==> src/rtl/ysyx_23060278_alu_arb_if.sv <==
// Bundle of request/response handshakes between two requesters and the shared-ALU arbiter.
interface ysyx_23060278_alu_arb_if;
  logic        req_valid_0;
  logic        req_valid_1;
  logic        req_ready_0;
  logic        req_ready_1;
  logic [31:0] opdata1_0;
  logic [31:0] opdata1_1;
  logic [31:0] opdata2_0;
  logic [31:0] opdata2_1;
  logic [2:0]  aluctl_0;
  logic [2:0]  aluctl_1;
  logic        resp_valid_0;
  logic        resp_valid_1;
  logic        resp_ready_0;
  logic        resp_ready_1;
  logic [31:0] result;
  logic        busy;

  modport slave (
    input  req_valid_0, req_valid_1, opdata1_0, opdata1_1, opdata2_0, opdata2_1,
    input  aluctl_0, aluctl_1, resp_ready_0, resp_ready_1,
    output req_ready_0, req_ready_1, resp_valid_0, resp_valid_1, result, busy
  );

  modport master (
    output req_valid_0, req_valid_1, opdata1_0, opdata1_1, opdata2_0, opdata2_1,
    output aluctl_0, aluctl_1, resp_ready_0, resp_ready_1,
    input  req_ready_0, req_ready_1, resp_valid_0, resp_valid_1, result, busy
  );
endinterface

==> src/rtl/ysyx_23060278_alu_arb.sv <==
// Two-requester arbiter sharing a single ALU: IDLE grants, EXEC computes, RESP holds the result
// until the owning requester consumes it.
module ysyx_23060278_alu (
  input  logic [31:0] a,
  input  logic [31:0] b,
  input  logic [2:0]  ctl,
  output logic [31:0] y
);
  always_comb begin
    case (ctl)
      3'b000, 3'b001: y = a + b;
      3'b010:         y = a & b;
      3'b011:         y = a | b;
      default:        y = 32'h0;
    endcase
  end
endmodule

module ysyx_23060278_alu_arb #(
  parameter int unsigned NREQ = 2
) (
  input logic                      clk,
  input logic                      rst,
  ysyx_23060278_alu_arb_if.slave   bus
);
  if (NREQ != 2) begin : g_nreq_check
    $fatal(1, "ysyx_23060278_alu_arb supports only NREQ == 2");
  end

  localparam logic [1:0] IDLE = 2'd0;
  localparam logic [1:0] EXEC = 2'd1;
  localparam logic [1:0] RESP = 2'd2;

  logic [1:0]  state_q, state_d;
  logic        prio_q;
  logic        owner_q;
  logic [31:0] op1_q, op2_q;
  logic [2:0]  ctl_q;
  logic [31:0] result_q;
  logic [31:0] alu_out;
  logic        grant_0, grant_1;
  logic        ready_0, ready_1;
  logic        handshake;
  logic        ack;

  // prio names the requester that wins a tie
  assign grant_0 = bus.req_valid_0 & (~bus.req_valid_1 | ~prio_q);
  assign grant_1 = bus.req_valid_1 & (~bus.req_valid_0 |  prio_q);

  assign ready_0   = (state_q == IDLE) & grant_0 & ~rst;
  assign ready_1   = (state_q == IDLE) & grant_1 & ~rst;
  assign handshake = ready_0 | ready_1;
  assign ack       = owner_q ? bus.resp_ready_1 : bus.resp_ready_0;

  always_comb begin
    state_d = state_q;
    case (state_q)
      IDLE:    if (handshake) state_d = EXEC;
      EXEC:    state_d = RESP;
      RESP:    if (ack) state_d = IDLE;
      default: state_d = IDLE;
    endcase
  end

  always_ff @(posedge clk) begin
    if (rst) begin
      state_q  <= IDLE;
      prio_q   <= 1'b0;
      owner_q  <= 1'b0;
      op1_q    <= 32'h0;
      op2_q    <= 32'h0;
      ctl_q    <= 3'b000;
      result_q <= 32'h0;
    end else begin
      state_q <= state_d;
      if (handshake) begin
        owner_q <= ready_1;
        prio_q  <= ~ready_1;
        op1_q   <= ready_1 ? bus.opdata1_1 : bus.opdata1_0;
        op2_q   <= ready_1 ? bus.opdata2_1 : bus.opdata2_0;
        ctl_q   <= ready_1 ? bus.aluctl_1  : bus.aluctl_0;
      end
      if (state_q == EXEC) result_q <= alu_out;
    end
  end

  ysyx_23060278_alu u_alu (
    .a   (op1_q),
    .b   (op2_q),
    .ctl (ctl_q),
    .y   (alu_out)
  );

  assign bus.req_ready_0  = ready_0;
  assign bus.req_ready_1  = ready_1;
  assign bus.resp_valid_0 = (state_q == RESP) & ~owner_q;
  assign bus.resp_valid_1 = (state_q == RESP) &  owner_q;
  assign bus.result       = result_q;
  assign bus.busy         = (state_q != IDLE);
endmodule

==> src/flat_wrapper.sv <==
// flat-port wrapper written by rule: the top's interface ports become plain ports
module ysyx_23060278_alu_arb_flat 
#(
  parameter int unsigned NREQ = 2
)
  (clk, rst, bus_req_valid_0, bus_req_valid_1, bus_opdata1_0, bus_opdata1_1, bus_opdata2_0, bus_opdata2_1, bus_aluctl_0, bus_aluctl_1, bus_resp_ready_0, bus_resp_ready_1, bus_req_ready_0, bus_req_ready_1, bus_resp_valid_0, bus_resp_valid_1, bus_result, bus_busy);
  ysyx_23060278_alu_arb_if bus_i ();
  input logic clk;
  input logic rst;
  input wire logic [$bits(bus_i.req_valid_0)-1:0] bus_req_valid_0;
  input wire logic [$bits(bus_i.req_valid_1)-1:0] bus_req_valid_1;
  input wire logic [$bits(bus_i.opdata1_0)-1:0] bus_opdata1_0;
  input wire logic [$bits(bus_i.opdata1_1)-1:0] bus_opdata1_1;
  input wire logic [$bits(bus_i.opdata2_0)-1:0] bus_opdata2_0;
  input wire logic [$bits(bus_i.opdata2_1)-1:0] bus_opdata2_1;
  input wire logic [$bits(bus_i.aluctl_0)-1:0] bus_aluctl_0;
  input wire logic [$bits(bus_i.aluctl_1)-1:0] bus_aluctl_1;
  input wire logic [$bits(bus_i.resp_ready_0)-1:0] bus_resp_ready_0;
  input wire logic [$bits(bus_i.resp_ready_1)-1:0] bus_resp_ready_1;
  output wire logic [$bits(bus_i.req_ready_0)-1:0] bus_req_ready_0;
  output wire logic [$bits(bus_i.req_ready_1)-1:0] bus_req_ready_1;
  output wire logic [$bits(bus_i.resp_valid_0)-1:0] bus_resp_valid_0;
  output wire logic [$bits(bus_i.resp_valid_1)-1:0] bus_resp_valid_1;
  output wire logic [$bits(bus_i.result)-1:0] bus_result;
  output wire logic [$bits(bus_i.busy)-1:0] bus_busy;
  assign bus_i.req_valid_0 = bus_req_valid_0;
  assign bus_i.req_valid_1 = bus_req_valid_1;
  assign bus_i.opdata1_0 = bus_opdata1_0;
  assign bus_i.opdata1_1 = bus_opdata1_1;
  assign bus_i.opdata2_0 = bus_opdata2_0;
  assign bus_i.opdata2_1 = bus_opdata2_1;
  assign bus_i.aluctl_0 = bus_aluctl_0;
  assign bus_i.aluctl_1 = bus_aluctl_1;
  assign bus_i.resp_ready_0 = bus_resp_ready_0;
  assign bus_i.resp_ready_1 = bus_resp_ready_1;
  assign bus_req_ready_0 = bus_i.req_ready_0;
  assign bus_req_ready_1 = bus_i.req_ready_1;
  assign bus_resp_valid_0 = bus_i.resp_valid_0;
  assign bus_resp_valid_1 = bus_i.resp_valid_1;
  assign bus_result = bus_i.result;
  assign bus_busy = bus_i.busy;
  ysyx_23060278_alu_arb #(.NREQ(NREQ)) u_core (.clk(clk), .rst(rst), .bus(bus_i));
endmodule
==> config.mk <==
export PLATFORM = sky130hd
export DESIGN_NAME = ysyx_23060278_alu_arb_flat
export DESIGN_NICKNAME = d
export VERILOG_FILES = /design/src/rtl/ysyx_23060278_alu_arb_if.sv /design/src/rtl/ysyx_23060278_alu_arb.sv /design/src/flat_wrapper.sv
export SDC_FILE = /design/constraint.sdc
export NUM_CORES = 1
export LEC_CHECK = 0
export CORE_MARGIN = 4
export CORE_UTILIZATION = 48
export CTS_CLUSTER_DIAMETER = 100
export CTS_CLUSTER_SIZE = 8
export DETAILED_ROUTE_END_ITERATION = 7
export GPL_ROUTABILITY_DRIVEN = 1
export PLACE_DENSITY = 0.75
export SYNTH_ARGS = -nofsm -noshare
export SYNTH_HDL_FRONTEND = slang
export SYNTH_SLANG_ARGS = --single-unit
export TNS_END_PERCENT = 10
==> constraint.sdc <==
create_clock -name clk -period 4.1 [get_ports clk]
set_input_delay 0.82 -clock clk [delete_from_list [all_inputs] [get_ports clk]]
set_output_delay 0.82 -clock clk [all_outputs]
set_load 0.01 [all_outputs]
Yosys cells after proc, flatten, opt, wreduce, memory -nomap -nowiden
Cells that the tools add are included.
{"block": "classes", "add_sub_neg": 1, "n_mul": 0, "div_mod_pow": 0, "magnitude_cmp": 0, "eq_ne": 7, "n_shift": 0, "n_mux": 8, "n_bitwise": 19, "reduce_logical": 5}
{"op": "$pmux 32 s3", "n": 1}
{"op": "$mux 32", "n": 2}
{"op": "$add 32x32->32", "n": 1}
{"op": "$and 32x32->32", "n": 1}
{"op": "$or 32x32->32", "n": 1}
{"op": "$and 1x1->1", "n": 8}
{"op": "$eq 3x2->1 const B", "n": 2}
{"op": "$not 1->1", "n": 6}
{"op": "$pmux 2 s3", "n": 1}
{"op": "$mux 2", "n": 2}
{"op": "$ne 2x1->1 const B", "n": 2}
{"op": "$eq 3x1->1 const B", "n": 1}
{"op": "$logic_not 3->1", "n": 1}
{"op": "$mux 3", "n": 1}
{"op": "$or 1x1->1", "n": 3}
{"op": "$eq 2x1->1 const B", "n": 1}
{"op": "$eq 2x2->1 const B", "n": 1}
{"op": "$logic_not 2->1", "n": 1}
{"op": "$reduce_and 2->1", "n": 1}
{"op": "$reduce_bool 2->1", "n": 1}
{"op": "$reduce_or 2->1", "n": 1}
{"op": "$mux 1", "n": 1}
{"block": "word_totals", "ff_bits": 103, "latch_bits": 0, "ram_bits": 0, "romBits": 0, "in_bits": 140, "output_inout_bits": 37, "wordCells": 47, "memories": 0}

Logic depth before layout (Yosys ltp)
Gate-level depths: netlist of run 1.
{"block": "logic_depth", "word_depth": 8, "mapped_depth": 12, "depth_no_buf": 11}

Hierarchy
A second synthesis of run 1 with hierarchy kept.
{"block": "hier_totals", "cells_unflattened": 948, "area_unflattened_um2": 7285.7}
{"mod": "ysyx_23060278_alu_arb", "n_inst": 1, "cells_each": 474, "area_per_inst_um2": 4265.3}
{"mod": "ysyx_23060278_alu", "n_inst": 1, "cells_each": 474, "area_per_inst_um2": 3020.4}

Least setup slack after synthesis of run 1
OpenSTA, ideal clock, no wires.
{"block": "synth_timing", "path_type": "flip-flop to flip-flop", "from": "register u_core.op2_q[0]", "to": "register u_core.result_q[16], in the netlist u_core.bus.result[16]", "setup_time_ps": 74, "arrival_ps": 2523, "t_required_ps": 4026, "slack_ps": 1503, "path_stages_with_launch": 12, "path_cell_list": "dfxtp_1 > ha_1 > inv_1 > fa_1 > and2b_1 > o211ai_2 > a31oi_4 > a21oi_2 > o21ai_2 > o22ai_1 > or4b_1 > a31oi_1"}
{"block": "synth_between", "elab_chain_cells": 2}
{"element": "start, declared", "line": "ysyx_23060278_alu_arb.sv:37", "rtl": "logic [31:0] op1_q, op2_q;"}
{"element": "start signal, assigned", "line": "ysyx_23060278_alu_arb.sv:80", "rtl": "op2_q <= ready_1 ? bus.opdata2_1 : bus.opdata2_0;"}
{"element": "$add 32x32->32", "line": "ysyx_23060278_alu_arb.sv:11", "rtl": "3'b000, 3'b001: y = a + b;"}
{"element": "$pmux 32 s3", "line": "ysyx_23060278_alu_arb.sv:10", "rtl": "case (ctl)"}
{"element": "end signal, assigned", "line": "ysyx_23060278_alu_arb.sv:83", "rtl": "if (state_q == EXEC) result_q <= alu_out;"}
{"element": "end, declared", "line": "ysyx_23060278_alu_arb.sv:39", "rtl": "logic [31:0] result_q;"}
No other way between the ends.
A chain may end at the register's enable or synchronous reset.

Worst setup path after layout of run 1
{"block": "layout_timing", "from": "input bus_req_valid_1", "to": "output bus_req_ready_0"}
{"block": "layout_between", "elab_chain_cells": 5}
{"element": "start, declared", "line": "flat_wrapper.sv:11", "rtl": "input wire logic [$bits(bus_i.req_valid_1)-1:0] bus_req_valid_1;"}
{"element": "$not 1->1", "line": "ysyx_23060278_alu_arb.sv:47", "rtl": "assign grant_0 = bus.req_valid_0 & (~bus.req_valid_1 | ~prio_q);"}
{"element": "$or 1x1->1", "line": "ysyx_23060278_alu_arb.sv:47"}
{"element": "$and 1x1->1", "line": "ysyx_23060278_alu_arb.sv:47"}
{"element": "$and 1x1->1 (2 in a row)", "line": "ysyx_23060278_alu_arb.sv:50", "rtl": "assign ready_0 = (state_q == IDLE) & grant_0 & ~rst;"}
{"element": "end, declared", "line": "flat_wrapper.sv:20", "rtl": "output wire logic [$bits(bus_i.req_ready_0)-1:0] bus_req_ready_0;"}
No other way between the ends.

==> results, run 1 <==
- The final route contains 6674 vias.
- The CTS root buffer is clkbuf_16.
- The number of standard cells after synthesis is 867.
- In this run the worst setup path terminates at bus_req_ready_0.
- The post-detailed-route DRC marker count is 0.
- The initial core utilization is between 40% and 50%.
- The required time at the worst-slack endpoint is 3280 ps.
- In this run the static leakage power is between 0.003 and 0.004 uW.
- Adding up every negative setup slack in the final design gives 0 ps.
- The power density over the cells is between 300 and 400 nW/um^2.
- The non-filler instance count after layout is 1192.
- For this run the aggregate overflow at the end of global routing stands at 0.
- The post-CTS setup buffer count is 0.
- Prior to clock tree synthesis, the placed netlist has a worst setup slack of 1140 ps.
- The post-cts hold buffer count is 0.
- The total number of clock tree sinks is 103.
- The clock tree from TritonCTS is built.
- Traced cell by cell, the critical path runs through clkdlybuf4s50_1 > nand2_1 > and3_2 > clkdlybuf4s50_1.
- The routability-driven placement congestion ratio is 0.897.
- In this run the core area contains between 40 and 50 standard-cell rows.
- The die span in y is approximately 130 um.
- The peak ir drop on the vdd network is 0.205 mV.
- The critical path endpoint category is an output pin.
- The dominant register cell in the synthesized netlist is dfxtp_1.
- For this run, the slowest stage of the critical path takes 570 ps.
- Setup repair after global routing left no endpoint under its margin.
- The via count of the first global-routing pass came to 6336.
- The synthesis-to-finish area growth is 29.5%.
- The post-synth net total is 1072.
- The portion of the clock cycle consumed by the worst path in the final layout is between 70% and 80%.
- The number of nets still failing antenna checks after routing is 0.
- In the final layout, the share of cells above drive strength 1 is under 10%.
- By instance count, the leading cell after synthesis is dfxtp_1.
- The tool flagged a number of max-cap violations equal to 0.
- The all-layer global routing usage is 22.4%.
- The synthesized design contains 103 register bits.
- The combined flip-flop and latch cell area is slightly above 2000 um^2.
- The H-tree generated during clock tree synthesis spans 3 levels.
- The relative max-transition margin is 34.9%.
- The commonest cells after synthesis are dfxtp_1, a21oi_1, nand2_1, inv_1, nor2_1.
- Of the post-synthesis cell area, the dominant cell type holds 29.5%.
- The total design power is between 2000 and 3000 uW.
- Data arrives at the worst endpoint at 2160 ps.
- The sequential-to-total area share from yosys stat is 29.5%.
- The startpoint of the most critical hold path is u_core.bus.result[4].
- The total of cells resized after clock tree synthesis is 0.
- After synthesis the cells add up to around 7000 um^2.
- Port buffering added 176 buffers.
- Tracing the worst setup path back leads to its startpoint at bus_req_valid_1.
- The deepest clock path buffer count is 2.
- The final setup skew is 8.57 ps.
- The cell taking the most area after synthesis is dfxtp_1.
- The number of enable-type register cells in the synthesized netlist is 0.
- The shortest clock period the worst path allows after layout is 2980 ps.
- The placeable core region is 14000 um^2.
- The ratio of routed vias to standard cells is 5.60.
- The number of clock buffers inserted by TritonCTS is 9.
- After the first detailed-routing iteration, the DRC count stood at 341.
- The internal reg-to-reg setup slack is 1270 ps.
- The full die area is between 15000 and 20000 um^2.
- After layout, the worst setup slack is 1120 ps.
- Pin placement for this block handled 177 I/O pins.
- The standard cell with the maximum stage delay on the critical path is clkdlybuf4s50_1.
- Yosys attributes the largest share of cell area to dfxtp_1, ha_1, a21oi_1.
- The reg-to-reg endpoint is u_core.bus.result[16].
- The total of fill cells in the finished design is 1265.
- The critical path in this run is classified as in2out.
- The startpoint of the most critical register-to-register path is u_core.op1_q[0].
- The routed wire length per instance is 15.9 um.
- Hold is met by ~470 ps.
- After detailed routing, the total wire length is between 15000 and 20000 um.
- The actual transition at the worst max-transition pin is 973 ps.
- The number of antenna violations at the first check in global routing is 0.
- The largest net degree at the start of global routing is 83.
- Along the worst path, the maximum fanout reaches 4.
- After detailed placement, the design holds a cell count of 1176.
- The class of the worst hold path is reg2reg.
- Counting stages on the worst path, the most repeated cell is clkdlybuf4s50_1.
- The fmax is 336 MHz.
- The total count of hold-check failures in the final report came to 0.
- Yosys printed 0 warnings.
- Measured in cells, the most critical reg-to-reg path has a length of 11.
- The number of search-and-repair iterations in the first detailed-routing pass is 5.
- Measured along the x axis, the die boundary spans 129 um.
- At the later pin of the worst-skew pair, clock insertion delay measures 360 ps.
- The first global-routing pass estimated 30300 um of wire.
- The category of the worst setup path launch point is an input pin.
- The final-report setup violation count is 0.
- Once detailed placement completed, the half-perimeter wirelength came to approximately 14000 um.
- After clock tree synthesis, the clock-pin slew on the worst setup and hold paths is 70 ps.
- The async set-or-reset flop fraction in the synthesized netlist is 0%.
- The antenna diode instance count is 0.
- The flow ran to the end, and the final reports show no timing, DRC or antenna violations.
- The area occupied by multi-input gates is 4330 um^2.
- The count of final max-slew check failures is 0.
- Synthesis instantiated 76 different standard cells from the library.
- The net count of the finished layout is 1212.
- A synthesized cell averages 8.05 um^2.
[through the flow]
step	area, um^2	util, %
floorplan	6980	-
global placement	8760	62.4
detailed placement	8760	62.4
CTS	9030	64.3
global route	9030	64.3
finish	9030	64.3
[cell usage in the layout (no fill, tap or decap), types with 23 or more instances in the layout]
master	synthesis	layout
nor2_1	65	64
a22oi_1	56	56
clkdlybuf4s50_1	0	175
mux2i_1	23	23
a211oi_1	39	39
inv_1	75	75
o21ai_0	27	27
ha_1	64	64
nand2_1	82	82
dfxtp_1	103	102
a21oi_1	100	100
[registers in the layout (all words and copies together), names as in the netlist]
signal,cells
u_core.ctl_q,3
u_core.op2_q,32
u_core.bus.result,32
u_core.prio_q,1
u_core.op1_q,32
u_core.state_q,2
u_core.owner_q,1
[where the power goes]
| group | total (uW) | switching (uW) | internal, uW | leakage, uW |
|---|---|---|---|---|
| registers | 1180 | 83.7 | 1090 | 0.000841 |
| logic | 857 | 451 | 406 | 0.00247 |
| clock network | 804 | 393 | 411 | 0.000124 |
| total | 2840 | 928 | 1910 | 0.00343 |
[kinds of logic (layout without fill, tap and decap cells)]
kind of cell	after synthesis	after routing	synth area share [%]
AOI/OAI and AO/OA	304	304	29.4
and+or+nand+nor	214	214	14.5
buffers and inverters	135	280	8.55
DFF	103	103	29.5
adders and majority gates	65	65	11.8
muxes	25	25	3.62
xor gates and xnor gates	21	21	2.64
[critical path, delay by kind of cell]
family | cells | cell delay, ps
buf+inv | 2 | 1000
simple gates | 2 | 340
[final cells by class]
class,count,share of cell area [%]
multi-input combinational,629,47.9
sequential,103,22.8
timing repair buffer,188,20.6
inverter,76,3.16
clock buffer,9,2.49
tap,180,2.49
clock inverter,7,0.540
[worst min-delay path by stage]
stage          cells past startpoint              endpoint
2_1_floorplan                      2       u_core.op1_q[0]
3_3_place_gp                       2  u_core.bus.result[4]
3_5_place_dp                       2  u_core.bus.result[4]
4_1_cts                            2  u_core.bus.result[4]
5_1_grt                            2  u_core.bus.result[4]
6_report                           2  u_core.bus.result[4]
[routing by layer]
metal  vias to the layer above  share of wire (%)  GRT usage (%)
met5                         -                  0              0
met1                      3093                 44           27.8
met4                         0                1.9           6.18
met3                        23                7.1           6.52
met2                       186                 47           38.2
li1                       3372                  -              -
Note: power is estimated with default switching activity, not from simulation.
==> inputs of run 2 (changes only) <==
--- a/config.mk
+++ b/config.mk
@@ -6,12 +6,12 @@
 export NUM_CORES = 1
 export LEC_CHECK = 0
 export CORE_MARGIN = 4
-export CORE_UTILIZATION = 48
+export CORE_UTILIZATION = 45
 export CTS_CLUSTER_DIAMETER = 100
 export CTS_CLUSTER_SIZE = 8
 export DETAILED_ROUTE_END_ITERATION = 7
 export GPL_ROUTABILITY_DRIVEN = 1
-export PLACE_DENSITY = 0.75
+export PLACE_DENSITY = 0.74
 export SYNTH_ARGS = -nofsm -noshare
 export SYNTH_HDL_FRONTEND = slang
 export SYNTH_SLANG_ARGS = --single-unit
==> constraint.sdc (replaced) <==
create_clock -name clk -period 2.6 [get_ports clk]
set_input_delay 0.52 -clock clk [delete_from_list [all_inputs] [get_ports clk]]
set_output_delay 0.52 -clock clk [all_outputs]
set_load 0.01 [all_outputs]
==> run 2 against run 1 <==
Worst hold slack worse by 0.83 ps; combinational power is 73% higher; clock skew hardly changed; critical path type is now reg2reg.
==> results, run 2 (synthesis results as in run 1) <==
- The relative max-transition margin is 45.4% (was 34.9%).
- The count of final max-slew check failures is 0 (unchanged).
- The internal reg-to-reg setup slack is 30 ps (was 1270 ps).
- The total count of hold-check failures in the final report is 0 (unchanged).
- The CTS root buffer is clkbuf_16 (unchanged).
- The final setup skew is 8.67 ps (was 8.57 ps).
- The fmax is 389 MHz.
- The ratio of routed vias to standard cells is 5.55 (was 5.60).
- The standby leakage power was 0.00366 uW (was 0.00343 uW).
- The worst slack on hold paths is 468 ps (was 469 ps).
- The fraction of final layout cells sized beyond drive strength 1 is 11.0% (was 5.63%).
- The utilization after layout is 62.6% (was 64.3%).
- The all-layer global routing usage is 22.4% (about the same).
- The total number of clock tree sinks came to 103 (unchanged).
- The power density over the cells is 499 nW/um^2 (was 314 nW/um^2).
- The number of maximum-capacitance violations was 0 (unchanged).
- The routability-driven placement congestion ratio is 0.920 (was 0.897).
- The antenna diode instance count is 0 (unchanged).
- The category of the worst setup path launch point is a flip-flop (was input pin).
- The clock insertion delay at the later pin of the skew report was 360 ps (about the same).
- The required time at the worst-slack endpoint came to 2880 ps (was 3280 ps).
- The deepest clock path buffer count was 2 (unchanged).
- The die span in y came to 133 um (was 129 um).
- The routed wire length per instance is 16.5 um (was 15.9 um).
- Setup repair after global routing missed its margin: yes (was no).
- The number of antenna violations at the first check in global routing was 0 (unchanged).
- The standard cell with the maximum stage delay on the critical path is or4b_4 (was clkdlybuf4s50_1).
- The peak ir drop on the vdd network was 0.420 mV (was 0.205 mV).
- The leftover overflow at the end of global routing is 0 (unchanged).
- The startpoint of the most critical hold path was u_core.op1_q[8] (was u_core.bus.result[4]).
- The number of nets still failing antenna checks after routing was 0 (unchanged).
- The reg-to-reg endpoint is u_core.bus.result[16] (unchanged).
- Chain of cells forming the critical path: ha_4 > inv_2 > fa_2 > and2b_1 > o211ai_2 > a31oi_4 > a21oi_2 > o21ai_2 > o22ai_2 > or4b_4 > a31oi_1 (was clkdlybuf4s50_1 > nand2_1 > and3_2 > clkdlybuf4s50_1).
- The actual transition at the worst max-transition pin is 816 ps (was 973 ps).
- The post-cts hold buffer count came to 0 (unchanged).
- The signal arrival time at the worst endpoint is 2850 ps (was 2160 ps).
- The shortest clock period the worst path allows after layout is 2570 ps.
- The clock tree from TritonCTS is built (unchanged).
- Leading cell types in the layout, fill and taps excluded: clkdlybuf4s50_1, dfxtp_1, a21oi_1 (unchanged).
- The critical path start-end classification is reg2reg (was in2out).
- The count of cells along the worst register-to-register path is 11 (unchanged).
- The portion of the clock cycle consumed by the worst path in the final layout is 98.8%.
- The final-report setup violation count is 0 (unchanged).
- The startpoint of the most critical register-to-register path is u_core.op2_q[0] (was u_core.op1_q[0]).
- The critical-path maximum fanout was 3 (was 4).
- The sum of net half-perimeters after detailed placement is 14900 um (was 14000 um).
- The number of DRC violations after detailed-routing iteration 0 is 571 (was 341).
- The post-CTS clock slew at the launch and capture registers of the worst setup and hold paths was 70 ps (about the same).
- The number of search-and-repair iterations in the first detailed-routing pass is 5 (unchanged).
- The stage delay of the slowest cell on the critical path is 520 ps (was 570 ps).
- The synthesis-to-finish area growth is 36.4% (was 29.5%).
- The initial core utilization is 45.9% (was 49.7%).
- The number of clock buffers inserted by TritonCTS is 9 (unchanged).
- The full die area is 17600 um^2 (was 16500 um^2).
- The critical path endpoint category is a flip-flop (was output pin).
- The commonest non-fill, non-tap cell in the layout is clkdlybuf4s50_1 (unchanged).
- The post-detailed-route DRC marker count is 0 (unchanged).
- The count of input and output buffers was 176 (unchanged).
- The width of the chip came to 133 um (was 129 um).
- The cell depth of the worst hold path is 2 (unchanged).
- The number of H-tree levels was 3 (unchanged).
- The global-route wire length before repair was 32500 um (was 30300 um).
- The via count of the first global-routing pass was 6635 (was 6336).
- The number of vias after detailed routing came to 6856 (was 6674).
- The placeable core region was 15200 um^2 (was 14000 um^2).
- The total length of routed wires is 20400 um (was 18900 um).
- Outcome: finished, final reports clean (unchanged).
- The worst hold endpoint is u_core.op1_q[8] (was u_core.bus.result[4]).
- The final layout net count is 1247 (was 1212).
- The count of standard-cell rows is 45 (was 43).
- The class of the worst hold path is reg2reg (unchanged).
- The largest net degree at the start of global routing was 71 (was 83).
- The number of top-level pins is 177 (unchanged).
[run 2: layout make-up]
| cell class | instances | area [um^2] |
|---|---|---|
| inverters | 76 | 285 |
| well taps | 188 | 235 |
| clock buffers | 10 | 239 |
| flip-flops and latches | 103 | 2070 |
| multi-input cells | 629 | 4450 |
| clock inverters | 6 | 67.6 |
| fillers | 1359 | 5690 |
| repair buffers | 223 | 2170 |
[run 2: layer usage]
layer  wire length (um)  GRT usage (%)  vias to the layer above
met5                  0              0                        -
met4                520           7.04                        0
met2               9870           38.5                      219
met1               8560           27.4                     3147
li1                   -              -                     3450
met3               1400           5.86                       40
[run 2: critical path: cells and delay by family (launching register included)]
kind / cells / cell delay [ps]
AOI/OAI and AO/OA: 6 / 850
adders and majority gates: 2 / 480
buffers and inverters: 1 / 40
DFF: 1 / 360
and+or+nand+nor: 2 / 760
[run 2: how the worst max path moves through the flow]
stage	start	end	slack, ps	depth (start not counted)
3_5_place_dp	u_core.op2_q[0]	u_core.bus.result[16]	-100	11
5_1_grt	u_core.op2_q[14]	u_core.bus.result[29]	-60	10
2_1_floorplan	u_core.op2_q[0]	u_core.bus.result[16]	3	11
6_report	u_core.op2_q[0]	u_core.bus.result[16]	30	11
4_1_cts	u_core.op2_q[0]	u_core.bus.result[16]	2	11
3_3_place_gp	u_core.op2_q[0]	u_core.bus.result[16]	-20	11
[run 2: stage by stage]
| step | TNS, ps | power, uW | cell area (um^2) | instances | setup slack (ps) |
|---|---|---|---|---|---|
| floorplan | 0 | 2720 | 6980 | 867 | 2.68 |
| global placement | -21.1 | 3310 | 9050 | 1214 | -18.6 |
| detailed placement | -317 | 3330 | 9050 | 1214 | -100 |
| CTS | 0 | 4740 | 9370 | 1231 | 2.24 |
| global route | -181 | 5000 | 9520 | 1235 | -64.9 |
| finish | 0 | 4750 | 9520 | 1235 | 30.3 |
[run 2: what timing repair did]
action	in CTS	in global routing
endpoints found under the hold margin	0	0
setup endpoints to repair	7	14
gates resized for setup	3	27
buffers inserted	1	4
gates cloned	0	0
pin swaps	2	14
[run 2: where the power goes]
part | leakage [uW] | internal (uW) | switching (uW)
Combinational | 0.00268 | 718 | 763
Sequential | 0.000843 | 1720 | 133
Clock | 0.000145 | 777 | 636
